<file path="src/rtl/shifter_sequencer_64_if.sv">
`default_nettype none
// ============================================================================
//  Module   : shifter_sequencer_64_if
//  Brief    : Request/result handshake bundle for the 64-bit shift sequencer.
//  Revision : 1.0 - initial release
// ============================================================================
interface shifter_sequencer_64_if #(
    parameter int WIDTH   = 64,
    parameter int SHAMT_W = 6
);
    logic               in_valid;
    logic               in_ready;
    logic [WIDTH-1:0]   a;
    logic [SHAMT_W-1:0] shamt;
    logic [2:0]         control;
    logic               out_valid;
    logic               out_ready;
    logic [WIDTH-1:0]   y;

    modport master (
        output in_valid, a, shamt, control, out_ready,
        input  in_ready, out_valid, y
    );

    modport slave (
        input  in_valid, a, shamt, control, out_ready,
        output in_ready, out_valid, y
    );
endinterface
`default_nettype wire

</file>
<file path="src/rtl/shifter_sequencer_64.sv">
`default_nettype none
// ============================================================================
//  Module   : shifter_sequencer_64
//  Brief    : 64-bit shift/rotate built from two passes of a 32-bit funnel.
//  Revision : 1.0 - initial release
// ============================================================================
module shifter_sequencer_64 #(
    parameter int WIDTH   = 64,
    parameter int SHAMT_W = 6
) (
    input  wire logic             clk,
    input  wire logic             reset,
    shifter_sequencer_64_if.slave bus
);
    localparam int c_half = WIDTH / 2;

    typedef enum logic [1:0] {
        ST_IDLE = 2'd0,
        ST_LO   = 2'd1,
        ST_HI   = 2'd2,
        ST_DONE = 2'd3
    } state_t;

    state_t             r_state;
    state_t             w_next;
    logic [WIDTH-1:0]   r_a;
    logic [SHAMT_W-1:0] r_shamt;
    logic [2:0]         r_control;
    logic [WIDTH-1:0]   r_y;

    logic [c_half-1:0]  w_lo;
    logic [c_half-1:0]  w_hi;
    logic [c_half-1:0]  w_fill;
    logic               w_rotate;
    logic               w_left;
    logic               w_arith;
    logic [1:0]         w_word;
    logic [1:0]         w_s5;
    logic [1:0]         w_bi;
    logic [1:0]         w_ci;
    logic [SHAMT_W-1:0] w_k;
    logic [c_half-1:0]  w_seq [4];
    logic [c_half-1:0]  w_res;

    always_ff @(posedge clk or posedge reset) begin
        if (reset) begin
            r_state <= ST_IDLE;
        end else begin
            r_state <= w_next;
        end
    end

    always_comb begin
        w_next = r_state;
        case (r_state)
            ST_IDLE: if (bus.in_valid) w_next = ST_LO;
            ST_LO:   w_next = ST_HI;
            ST_HI:   w_next = ST_DONE;
            ST_DONE: if (bus.out_ready) w_next = ST_IDLE;
            default: w_next = ST_IDLE;
        endcase
    end

    assign w_lo     = r_a[c_half-1:0];
    assign w_hi     = r_a[WIDTH-1:c_half];
    assign w_rotate = (r_control[2:1] == 2'b01);
    assign w_left   = r_control[2] | (w_rotate & r_control[0]);
    assign w_arith  = (r_control == 3'b001);
    assign w_fill   = {c_half{w_arith & r_a[WIDTH-1]}};
    assign w_word   = {1'b0, (r_state == ST_HI)};
    assign w_s5     = {1'b0, r_shamt[SHAMT_W-1]};

    // The operand is laid out as a 4-word sequence with the fill (or the
    // wrapped words for rotates) beyond the operand; each result word is a
    // 64->32 funnel over two adjacent entries, offset by one word when s[5]=1.
    always_comb begin
        if (w_left) begin
            w_seq[0] = w_rotate ? w_lo : '0;
            w_seq[1] = w_rotate ? w_hi : '0;
            w_seq[2] = w_lo;
            w_seq[3] = w_hi;
            w_bi     = w_word - w_s5 + 2'd2;
            w_ci     = w_bi - 2'd1;
            w_k      = SHAMT_W'(c_half) - {1'b0, r_shamt[SHAMT_W-2:0]};
        end else begin
            w_seq[0] = w_lo;
            w_seq[1] = w_hi;
            w_seq[2] = w_rotate ? w_lo : w_fill;
            w_seq[3] = w_rotate ? w_hi : w_fill;
            w_ci     = w_word + w_s5;
            w_bi     = w_ci + 2'd1;
            w_k      = {1'b0, r_shamt[SHAMT_W-2:0]};
        end
        w_res = c_half'({w_seq[w_bi], w_seq[w_ci]} >> w_k);
    end

    always_ff @(posedge clk or posedge reset) begin
        if (reset) begin
            r_a       <= '0;
            r_shamt   <= '0;
            r_control <= '0;
            r_y       <= '0;
        end else begin
            case (r_state)
                ST_IDLE: begin
                    if (bus.in_valid) begin
                        r_a       <= bus.a;
                        r_shamt   <= bus.shamt;
                        r_control <= bus.control;
                    end
                end
                ST_LO:   r_y[c_half-1:0]     <= w_res;
                ST_HI:   r_y[WIDTH-1:c_half] <= w_res;
                default: ;
            endcase
        end
    end

    assign bus.in_ready  = (r_state == ST_IDLE);
    assign bus.out_valid = (r_state == ST_DONE);
    assign bus.y         = r_y;
endmodule
`default_nettype wire

</file>
<file path="src/flat_wrapper.sv">
// flat-port wrapper written by rule: the top's interface ports become plain ports
module shifter_sequencer_64_flat 
#(
    parameter int WIDTH   = 64,
    parameter int SHAMT_W = 6
)
  (clk, reset, bus_in_valid, bus_a, bus_shamt, bus_control, bus_out_ready, bus_in_ready, bus_out_valid, bus_y);
  shifter_sequencer_64_if #(.WIDTH(WIDTH), .SHAMT_W(SHAMT_W)) bus_i ();
  input  wire logic clk;
  input  wire logic reset;
  input wire logic [$bits(bus_i.in_valid)-1:0] bus_in_valid;
  input wire logic [$bits(bus_i.a)-1:0] bus_a;
  input wire logic [$bits(bus_i.shamt)-1:0] bus_shamt;
  input wire logic [$bits(bus_i.control)-1:0] bus_control;
  input wire logic [$bits(bus_i.out_ready)-1:0] bus_out_ready;
  output wire logic [$bits(bus_i.in_ready)-1:0] bus_in_ready;
  output wire logic [$bits(bus_i.out_valid)-1:0] bus_out_valid;
  output wire logic [$bits(bus_i.y)-1:0] bus_y;
  assign bus_i.in_valid = bus_in_valid;
  assign bus_i.a = bus_a;
  assign bus_i.shamt = bus_shamt;
  assign bus_i.control = bus_control;
  assign bus_i.out_ready = bus_out_ready;
  assign bus_in_ready = bus_i.in_ready;
  assign bus_out_valid = bus_i.out_valid;
  assign bus_y = bus_i.y;
  shifter_sequencer_64 #(.WIDTH(WIDTH), .SHAMT_W(SHAMT_W)) u_core (.clk(clk), .reset(reset), .bus(bus_i));
endmodule
</file>
<file path="config.mk">
export PLATFORM = sky130hd
export DESIGN_NAME = shifter_sequencer_64_flat
export DESIGN_NICKNAME = d
export VERILOG_FILES = /design/src/rtl/shifter_sequencer_64_if.sv /design/src/rtl/shifter_sequencer_64.sv /design/src/flat_wrapper.sv
export SDC_FILE = /design/constraint.sdc
export NUM_CORES = 1
export LEC_CHECK = 0
export ABC_CLOCK_PERIOD_IN_PS = 6300
export BUFFER_PORTS_ARGS = -buffer_cell sky130_fd_sc_hd__buf_2
export CORE_ASPECT_RATIO = 1.75
export CORE_MARGIN = 2
export CORE_UTILIZATION = 33
export DETAILED_ROUTE_END_ITERATION = 10
export PLACE_DENSITY = 0.53
export SLEW_MARGIN = 25
export SYNTH_ARGS = -nofsm -noshare
export SYNTH_HDL_FRONTEND = slang
export SYNTH_SLANG_ARGS = --single-unit
</file>
<file path="constraint.sdc">
create_clock -name clk -period 6.3 [get_ports clk]
set_input_delay 0.945 -clock clk [delete_from_list [all_inputs] [get_ports clk]]
set_output_delay 0.945 -clock clk [all_outputs]
set_load 0.01 [all_outputs]
</file>
==> flow_metrics.py <==
metrics = {
    "floorplanning": {
        "die_h_um": 274.1,
        "die_x_um": 158.3,
        "dieArea_sq_mm": 0.04340,
        "core.rowCount": 99,
        "io_pins": 143,
        "start_util_pct": 33.25,
        "core_sq_mm": 0.04137,
    },
    "clock_tree": {
        "holdBufCountCts": 0,
        "ctsResizeCount": 0,
        "clk_pin_slew_ns": 0.07,
        "cts_buffer_depth": 2,
        "h-tree-depth": 4,
        "insertion_delay_ns": 0.47,
        "cts_tree": "done",
        "cts_sinks": 139,
        "ctsRootBufferMaster": "clkbuf_16",
        "cts_buffers": 17,
        "cts_setup_buffers": 0,
    },
    "logic_synthesis": {
        "synth_flop_cell": "dfrtp_1",
        "synth_top_cell_area_share_pct": 25.28,
        "synth_compound_area_share_pct": 28.63,
        "synth_fa_ha_area_share_pct": 0.8186,
        "syn_avg_cell_area_sq_um": 8.841,
        "ys_types": 85,
        "synth-seq-area-share_pct": 25.28,
        "async_flop_share_pct": 100.0,
        "yosys_warnings": 0,
        "synth-edff-count": 0,
        "yosys.area_share.simple_pct": 15.46,
        "netlist_instances": 1556,
        "synthXorXnorAreaFrac_pct": 0.1910,
        "synth.most_common_cell": "nand2_1",
        "synthMuxAreaShare_pct": 24.35,
        "synth_top_family_by_area": "compound AO/OA/AOI/OAI gates",
        "yosys.area.top_type": "dfrtp_1",
        "yosys-top-cells-count": "150 x nand2_1, 139 x dfrtp_1, 122 x mux2i_1",
        "synth_fp_nets": 1642,
        "ys_seq_elements": 139,
        "syn_area_sq_mm": 0.01376,
        "synth_area_leaders": "dfrtp_1 25%, mux2i_1 8.9%, mux2_2 8.7%",
    },
    "detailed_routing": {
        "dr_wl_met2_um": 31280,
        "dr.first_iter.drc_count": 1342,
        "via_per_inst": 6.437,
        "num_vias": 14155,
        "wl_met1_um": 22720,
        "drc": 0,
        "wl_met3_um": 3602,
        "firstDrtPassIters": 6,
        "wl_per_cell_um": 29.02,
        "top_layer_used": "met5",
        "antenna_left": 0,
        "wl_um": 63820,
    },
    "worst_setup_path": {
        "critPathKind": "register to register",
        "crit_path_start_kind": "register",
        "arrival_ns": 5.63,
        "crit_required_ns": 6.69,
        "r2r_cells": 15,
        "critPathMaxFanout": 34,
        "cp-end-kind": "register",
    },
    "sta": {
        "setup_tns_ns": 0,
        "hold_viol_final": 0,
        "setup_violations": 0,
        "final_max_slew_viol_count": 0,
        "skew_ns": 0.02042,
        "period_share_pct": 83.13,
        "period_minus_slack_ns": 5.237,
        "worstMarginPinSlew_ns": 1.163,
        "maxSlewHeadroom_pct": 22.49,
        "rsz0062_at_grt": "false",
        "fmax_mhz": 190.9,
        "fin_ws_ns": 1.063,
    },
    "cells_and_area": {
        "final_core_util_pct": 38.11,
        "drive_gt1_share_pct": 25.79,
        "antennaDiodeCount": 0,
        "syn2layout_area_growth_pct": 14.60,
        "fillers": 4340,
        "nets": 1717,
    },
    "worst_hold_path": {
        "hp-class": "register to register",
        "min_path_cells": 2,
    },
    "grt": {
        "antenna_found_initial": 1,
        "grt_use_total_pct": 29.30,
        "grt_pass1_wl_um": 93140,
        "grt_overflow_total": 0,
        "grt_pass1_vias": 13794,
        "grt_start_max_net_pins": 80,
    },
    "status": {
        "status": "finished clean",
    },
    "placed_design": {
        "place_hpwl_um": 48960,
        "place_ws_ns": 1.152,
        "io_buffers": 142,
        "place_congestion": 1.052,
    },
    "job": {
        "cap_violations": 0,
    },
}
==> routing by layer <==
layer | up-vias | track usage (%)
met5 | - | 0
met3 | 227 | 4.141
met2 | 720 | 49.87
met4 | 2 | 24.51
met1 | 6940 | 31.75
li1 | 6266 | -
==> flip-flops by register name (all words and copies together), names as in the netlist <==
| signal | count |
|---|---|
| u_core.r_control | 3 |
| u_core.r_a | 64 |
| u_core.bus.y | 64 |
| u_core.r_shamt | 6 |
| u_core.r_state | 2 |
==> cells in the final DEF, fill, tap and decap left out, drive strengths merged, types with 8 or more instances in the layout <==
cell type / count
a311oi: 13
o211ai: 42
o2bb2ai: 11
ha: 9
o31ai: 15
a21o: 13
a222oi: 20
a22o: 12
nand3: 40
a31oi: 24
clkbuf: 17
a221o: 19
a32oi: 11
nor2b: 41
a22oi: 34
a31o: 8
o21ai: 54
o32ai: 8
mux2: 107
nor3: 26
nand2b: 14
nor2: 90
dfrtp: 139
o21a: 36
mux2i: 122
a21oi: 72
buf: 207
nand2: 150
a211oi: 31
and3: 12
mux4: 41
inv: 24
nand4: 10
and2: 10
o22ai: 18
a221oi: 10
==> path summary, 6_finish.rpt <==
path	start	end	slack, ns
setup / recovery	u_core.r_state[0]$_DFFE_PP0P_	u_core.bus.y[61]$_DFFE_PP0P_	1.06
hold / removal	u_core.bus.y[36]$_DFFE_PP0P_	u_core.bus.y[36]$_DFFE_PP0P_	0.49
setup reg to reg	u_core.r_state[0]$_DFFE_PP0P_	u_core.bus.y[61]$_DFFE_PP0P_	1.06
hold reg to reg	u_core.bus.y[36]$_DFFE_PP0P_	u_core.bus.y[36]$_DFFE_PP0P_	0.49
max in group asynchronous	reset	u_core.bus.y[12]$_DFFE_PP0N_	4.43
min in group asynchronous	reset	u_core.bus.y[11]$_DFFE_PP0N_	0.58
==> layout make-up <==
class                           instances  area (sq um)  area share, %
Multi-Input combinational cell       1247          9682          61.41
Clock buffer                           17         425.4          2.698
Tap cell                              555         694.4          4.405
Sequential cell                       139          3482          22.09
Timing Repair Buffer                  207          1224          7.762
Clock inverter                         15         181.4          1.151
Inverter                               19         76.32         0.4841
==> through the flow <==
stage	cell area (sq um)	instances	hold slack (ns)
after floorplan	13760	1556	0.5183
after global placement	15150	2167	0.4828
after detailed placement	15150	2167	0.4836
after CTS	15760	2199	0.5006
after global routing	15770	2199	0.5217
final	15770	2199	0.4941
==> kinds of logic after synthesis <==
| kind of cell | after synthesis |
|---|---|
| compound gates | 528 |
| simple gates | 437 |
| mux | 270 |
| buf+inv | 170 |
| flops | 139 |
| fa+ha+maj | 9 |
| xor+xnor | 3 |
==> worst max-delay path, stage by stage (launching register included) <==
cell	delay [ns]
dfrtp_1	0.41
inv_1	0.10
ha_2	0.20
inv_1	0.07
ha_4	0.36
nor4b_2	0.81
or2_1	0.21
buf_4	0.36
buf_4	0.29
a222oi_1	0.10
mux2i_1	0.60
mux4_2	0.40
o22ai_1	0.08
a221oi_1	0.66
a211oi_1	0.23
a21oi_1	0.21
Power is left out: the tool's default activity adds up to more than one toggle a clock period on the data nets, which glitch-free logic cannot reach.
